[src/rtl/cam_i2c_target.sv]
// I2C target exposing a 16-bit auto-incrementing register pointer and a byte-wide
// register port; SCL/SDA are oversampled by clk and all bus edges come from synchronised samples.
module cam_i2c_target #(
   parameter logic [6:0] SLAVE_ADDR = 7'h10
) (
   input  logic        clk,
   input  logic        reset_n,
   input  logic        scl_in,
   input  logic        sda_in,
   output logic        sda_oe,
   output logic [15:0] reg_addr,
   output logic [7:0]  reg_wdata,
   output logic        reg_we,
   input  logic [7:0]  reg_rdata,
   output logic        busy
);

   localparam int unsigned CNT_W  = 4;
   localparam int unsigned ADDR_W = 16;
   localparam int unsigned DATA_W = 8;
   localparam logic [CNT_W-1:0] BYTE_BITS = CNT_W'(8);

   typedef enum logic [3:0] {
      IDLE,
      DEV_ADDR,
      ACK_DEV,
      REG_HI,
      ACK_HI,
      REG_LO,
      ACK_LO,
      WR_DATA,
      ACK_WR,
      RD_DATA,
      RD_ACK,
      IGNORE
   } state_t;

   // two-flop synchronisers plus one delayed copy for edge detection
   logic scl_s1, scl_s2, scl_d;
   logic sda_s1, sda_s2, sda_d;

   state_t              state_q, state_d;
   logic [CNT_W-1:0]    bit_cnt_q, bit_cnt_d;
   logic [DATA_W-1:0]   shreg_q, shreg_d;
   logic [DATA_W-1:0]   addr_hi_q, addr_hi_d;
   logic                rnw_q, rnw_d;
   logic                sda_oe_d;
   logic [ADDR_W-1:0]   addr_d;
   logic [DATA_W-1:0]   wdata_d;
   logic                we_d;
   logic                busy_d;

   logic scl_rise, scl_fall, start_det, stop_det, byte_done;

   assign scl_rise  = scl_s2 & ~scl_d;
   assign scl_fall  = ~scl_s2 & scl_d;
   assign start_det = scl_s2 & scl_d & sda_d & ~sda_s2;
   assign stop_det  = scl_s2 & scl_d & ~sda_d & sda_s2;
   assign byte_done = (bit_cnt_q == BYTE_BITS);

   // state and datapath registers
   always_ff @(posedge clk) begin
      if (!reset_n) begin
         scl_s1    <= 1'b1;
         scl_s2    <= 1'b1;
         scl_d     <= 1'b1;
         sda_s1    <= 1'b1;
         sda_s2    <= 1'b1;
         sda_d     <= 1'b1;
         state_q   <= IDLE;
         bit_cnt_q <= CNT_W'(1);
         shreg_q   <= '0;
         addr_hi_q <= '0;
         rnw_q     <= 1'b0;
         sda_oe    <= 1'b0;
         reg_addr  <= '0;
         reg_wdata <= '0;
         reg_we    <= 1'b0;
         busy      <= 1'b0;
      end else begin
         scl_s1    <= scl_in;
         scl_s2    <= scl_s1;
         scl_d     <= scl_s2;
         sda_s1    <= sda_in;
         sda_s2    <= sda_s1;
         sda_d     <= sda_s2;
         state_q   <= state_d;
         bit_cnt_q <= bit_cnt_d;
         shreg_q   <= shreg_d;
         addr_hi_q <= addr_hi_d;
         rnw_q     <= rnw_d;
         sda_oe    <= sda_oe_d;
         reg_addr  <= addr_d;
         reg_wdata <= wdata_d;
         reg_we    <= we_d;
         busy      <= busy_d;
      end
   end

   // next-state and output logic; bus conditions override bit handling
   always_comb begin
      state_d   = state_q;
      bit_cnt_d = bit_cnt_q;
      shreg_d   = shreg_q;
      addr_hi_d = addr_hi_q;
      rnw_d     = rnw_q;
      sda_oe_d  = sda_oe;
      addr_d    = reg_addr;
      wdata_d   = reg_wdata;
      we_d      = 1'b0;
      busy_d    = busy;

      // pointer advances the cycle after each write strobe
      if (reg_we) addr_d = reg_addr + ADDR_W'(1);

      if (stop_det) begin
         state_d   = IDLE;
         sda_oe_d  = 1'b0;
         busy_d    = 1'b0;
         bit_cnt_d = '0;
      end else if (start_det) begin
         state_d   = DEV_ADDR;
         sda_oe_d  = 1'b0;
         bit_cnt_d = '0;
      end else begin
         case (state_q)
            DEV_ADDR, REG_HI, REG_LO, WR_DATA: begin
               if (scl_rise && !byte_done) begin
                  shreg_d   = {shreg_q[DATA_W-2:0], sda_s2};
                  bit_cnt_d = bit_cnt_q + CNT_W'(1);
               end else if (scl_fall && byte_done) begin
                  bit_cnt_d = '0;
                  sda_oe_d  = 1'b1;
                  if (state_q == DEV_ADDR) begin
                     if (shreg_q[7:1] == SLAVE_ADDR) begin
                        state_d = ACK_DEV;
                        rnw_d   = shreg_q[0];
                        busy_d  = 1'b1;
                     end else begin
                        state_d  = IGNORE;
                        sda_oe_d = 1'b0;
                     end
                  end else if (state_q == REG_HI) begin
                     addr_hi_d = shreg_q;
                     state_d   = ACK_HI;
                  end else if (state_q == REG_LO) begin
                     addr_d  = {addr_hi_q, shreg_q};
                     state_d = ACK_LO;
                  end else begin
                     wdata_d = shreg_q;
                     we_d    = 1'b1;
                     state_d = ACK_WR;
                  end
               end
            end

            ACK_DEV, ACK_HI, ACK_LO, ACK_WR: begin
               if (scl_fall) begin
                  sda_oe_d  = 1'b0;
                  bit_cnt_d = '0;
                  if (state_q == ACK_DEV && rnw_q) begin
                     state_d  = RD_DATA;
                     shreg_d  = reg_rdata;
                     sda_oe_d = ~reg_rdata[DATA_W-1];
                  end else if (state_q == ACK_DEV) begin
                     state_d = REG_HI;
                  end else if (state_q == ACK_HI) begin
                     state_d = REG_LO;
                  end else begin
                     state_d = WR_DATA;
                  end
               end
            end

            RD_DATA: begin
               if (scl_rise) begin
                  bit_cnt_d = bit_cnt_q + CNT_W'(1);
               end else if (scl_fall) begin
                  if (byte_done) begin
                     state_d   = RD_ACK;
                     sda_oe_d  = 1'b0;
                     bit_cnt_d = '0;
                  end else begin
                     shreg_d  = {shreg_q[DATA_W-2:0], 1'b0};
                     sda_oe_d = ~shreg_q[DATA_W-2];
                  end
               end
            end

            // master ACK keeps the burst going, NACK parks us until the next bus condition
            RD_ACK: begin
               sda_oe_d = 1'b0;
               if (scl_rise) begin
                  if (sda_s2) state_d = IGNORE;
                  else        addr_d  = reg_addr + ADDR_W'(1);
               end else if (scl_fall) begin
                  state_d   = RD_DATA;
                  shreg_d   = reg_rdata;
                  sda_oe_d  = ~reg_rdata[DATA_W-1];
                  bit_cnt_d = '0;
               end
            end

            default: begin
               sda_oe_d = 1'b0;
            end
         endcase
      end
   end

endmodule

[config.mk]
export PLATFORM = sky130hd
export DESIGN_NAME = cam_i2c_target
export DESIGN_NICKNAME = d
export VERILOG_FILES = /design/src/rtl/cam_i2c_target.sv
export SDC_FILE = /design/constraint.sdc
export NUM_CORES = 1
export LEC_CHECK = 0
export BUFFER_PORTS_ARGS = -buffer_cell sky130_fd_sc_hd__buf_4
export CORE_ASPECT_RATIO = 1.75
export CORE_MARGIN = 2
export CORE_UTILIZATION = 40
export CTS_CLUSTER_DIAMETER = 80
export DETAILED_ROUTE_END_ITERATION = 10
export SLEW_MARGIN = 20
export SYNTH_ARGS = -nofsm -noshare
export SYNTH_HDL_FRONTEND = slang
export SYNTH_SLANG_ARGS = --single-unit
export TNS_END_PERCENT = 10
[constraint.sdc]
create_clock -name clk -period 2.55 [get_ports clk]
set_clock_uncertainty 0.2 [all_clocks]
set_input_delay 0.1275 -clock clk [delete_from_list [all_inputs] [get_ports clk]]
set_output_delay 0.1275 -clock clk [all_outputs]
set_load 0.01 [all_outputs]
==> impl_results.md <==
- Outcome: finished, final reports clean
- Grt peak-use layer: met2
- Crit path launch type: flop
- Vias in the first global route: 3370
- Clock buffer depth: 2
- I/O Buffers: 38
- Post-DRT Antenna Nets: 0
- Crit path max fanout: 17
- Antenna Cells: 0
- Initial Util: between 40% and 50%
- Finish-stage setup viols: 0
- Syn_nets: 450
- Reg2reg end: shreg_q[1]
- GR Util met2: 42.3%
- Distinct cell type count after synthesis: ~70
- Share of cells above drive strength 1: slightly below 20%
- CTS root buf: clkbuf_16
- Die width: 75.5 microns
- RSZ-0062 raised after global routing: false
- Most frequent cells in the layout: buf_4 (70), dfxtp_1 (58), nor2_1 (37), mux2i_1 (27), nand2_1 (26)
- Clock share of power: 57.0%
- GPL Wtd Cong: roughly 0.86
- GRT Util Overall: 24.5%
- I/O pin cnt: 39
- 1st-iter DRT viols: 207
- Clk sinks: 58
- Power Total: 2.52 mW
- Die Y: about 130 microns
- Worst skew pair latency: 0.33 ns
- Initial antenna violation count: 0
- Reg2Reg Depth: 6
- Mapped Area: ~0.0036 sq mm
- P_sw: 0.581 mW
- Pre-CTS WS: approximately 0.21 ns
- Dpl cell area: 0.00410 sq mm
- Most common cell after layout, fill and taps aside: buf_4
- P_leak: 1.69 nW
- Met3 usage: 4.82%
- GRT met1 Usage: between 20% and 30%
- Hold EP: shreg_q[5]
- Largest net degree at the start of global routing: 29
- Fill cells: 879
- Final std cells w/o fill: 610
- Critical Path AT: 2.42 ns
- Internal power: 1.94 mW
- Async set or reset register ratio after synthesis: 0%
- Routed WL: between 10000 and 15000 microns
- Fmax: between 400 and 500 MHz
- Sequential cell area fraction in the yosys report: 32.5%
- Power share of the combinational group: 6.4%
- HPWL after detailed placement: 8200 microns
- TritonCTS Buffers: 9
- Final instance area: 0.00451 sq mm
- Relative max-transition margin: 55.8%
- Fin worst setup slack: 0.188 ns
- Hold Path Stages: 4
- Final hold vios: 0
- Required time of the critical path: between 2 and 3 ns
- Vias: 3511
- Register bit count reported by yosys: 58
- GRT overflow: 0
- Critical path class: flop to flop
- Crit path time final: 2.36 ns
- Slew Limit Fails: 0
- # rows: 45
- Switching part of the total: between 20% and 30%
- Final Cycle Share: 92.6%
- DRC: 0
- Reg power frac: 36.6%
- Number of synthesized flops with an enable pin: 0
- Worst Hold Launch: reg_rdata[5]
- Reg-to-reg slack, setup: 0.19 ns
- Hold Path Class: input port to flop
- H-tree levels: 3
- # nets final: 506
- Fin Setup TNS: 0 ns
- Cells after DPL: 587
- Clock transition at path regs: 0.06 ns
- Worst R2R Start: state_q[2]
- Syn_area_per_cell: 8.28 sq um
- Core area: 0.00867 sq mm
- CP Capture Type: flop
- First-pass GRT wire length: about 18000 microns
- Post-Syn Instances: 432
- Routed length per instance: approximately 18 microns
- YS warnings: 0
- Worst VDD drop: 0.442 mV
- Die footprint: 0.00975 sq mm
- Initial DRT Pass Iterations: 6
- Worst slew pin tran: 0.660 ns
- Max Cap Violations: 0
- Via/cell ratio: approximately 5.8
- TritonCTS clock tree: done
- Post-synth top flop: dfxtp_1
- PwrDens: 559 mW/mm^2
- Area grow syn2layout: 26.2%
==> metal layers <==
metal | wire (microns) | vias up | part of all wire [%]
met3 | 301 | 33 | 2.7
met1 | 4080 | 1698 | 36
met2 | 6160 | 76 | 55
li1 | - | 1704 | -
met4 | 673 | 0 | 6.0
met5 | 0 | - | 0
==> sequential cells by signal (all words and copies together) (netlist names), 4 cells and up <==
register and count:
shreg_q 8, reg_wdata 8, bit_cnt_q 4, state_q 4
addr_hi_q 8, reg_addr 16
==> cells in the mapped netlist (3+ instances only) <==
| cell | count | area [sq um] |
|---|---|---|
| o21bai_1 | 3 | 22.5 |
| buf_2 | 9 | 45.0 |
| o21a_1 | 3 | 22.5 |
| nand2_1 | 26 | 97.6 |
| mux2i_1 | 27 | 270 |
| and2_1 | 4 | 25.0 |
| nor2b_1 | 4 | 25.0 |
| xnor2_1 | 9 | 78.8 |
| nand3b_1 | 5 | 37.5 |
| dfxtp_1 | 58 | 1160 |
| nor4_1 | 6 | 37.5 |
| inv_1 | 12 | 45.0 |
| nor3_4 | 3 | 48.8 |
| nor2_1 | 37 | 139 |
| nor3b_1 | 4 | 30.0 |
| or3_1 | 11 | 68.8 |
| buf_4 | 3 | 22.5 |
| nand4_1 | 8 | 50.1 |
| or4_1 | 3 | 22.5 |
| nand3_1 | 14 | 70.1 |
| xor2_1 | 15 | 131 |
| o21ai_0 | 22 | 110 |
| ha_1 | 6 | 75.1 |
| a21oi_1 | 17 | 85.1 |
| nor3_1 | 11 | 55.1 |
| o22ai_1 | 12 | 75.1 |
| a22oi_1 | 13 | 97.6 |
| clkbuf_1 | 18 | 67.6 |
| a31oi_1 | 4 | 25.0 |
| nand2b_1 | 14 | 87.6 |
| and3_1 | 3 | 18.8 |
==> final cells by class <==
cell class	instances	area (sq um)	area share [%]
multi-input combinational	331	2220	49.3
clock buffer	9	225	4.99
timing repair buffer	76	586	13.0
clock inverter	7	125	2.77
tap	117	146	3.24
inverter	12	45.0	0.998
sequential	58	1160	25.7
==> power by group through the flow <==
stage                     registers (mW)  logic [mW]  clock network (mW)
after floorplan                    0.938       0.100                   0
after global placement             0.942       0.149                   0
after detailed placement           0.943       0.152                   0
after CTS                          0.923       0.160                1.46
after global routing               0.924       0.175                1.49
final                              0.923       0.160                1.44
==> through the flow <==
stage	util (%)	hold WS (ns)
CTS	52.0	0.0114
global route	52.0	0.0466
floorplan	-	0.0290
finish	52.0	0.0129
global placement	47.2	0.110
detailed placement	47.2	0.113
==> worst max path at each step <==
stage	startpoint	end	slack (ns)	cells past startpoint
2_1_floorplan	reg_addr[0]	reg_addr[14]	0.33	7
3_3_place_gp	bit_cnt_q[0]	bit_cnt_q[3]	0.26	7
3_5_place_dp	bit_cnt_q[0]	bit_cnt_q[3]	0.21	7
4_1_cts	bit_cnt_q[0]	bit_cnt_q[3]	0.20	7
5_1_grt	scl_d	shreg_q[1]	0.009	7
6_report	state_q[2]	shreg_q[1]	0.19	6
==> critical path, stage by stage (launching register included) <==
cell and delay, ns:
dfxtp_1 0.56, buf_4 0.27, nor3_1 0.08, o21bai_1 0.21, nand2_1 0.34, or3_1 0.47
a21oi_1 0.15
==> cell families after synthesis <==
family,Yosys count,share of synthesized area (%)
AND/OR/NAND/NOR,167,26.3
AO/OA/AOI/OAI,107,20.4
flip-flops,58,32.5
buffers and inverters,43,5.35
multiplexers,27,7.56
XOR/XNOR,24,5.88
adder cells (fa/ha/maj),6,2.10
==> what timing repair did <==
item                       CTS  global route
hold endpoints to repair    12             0
hold buffers                 6             0
buffers inserted             0             1
setup endpoints to repair    0             1
resized for setup            0             0
Power figures use the tool's default switching activity.
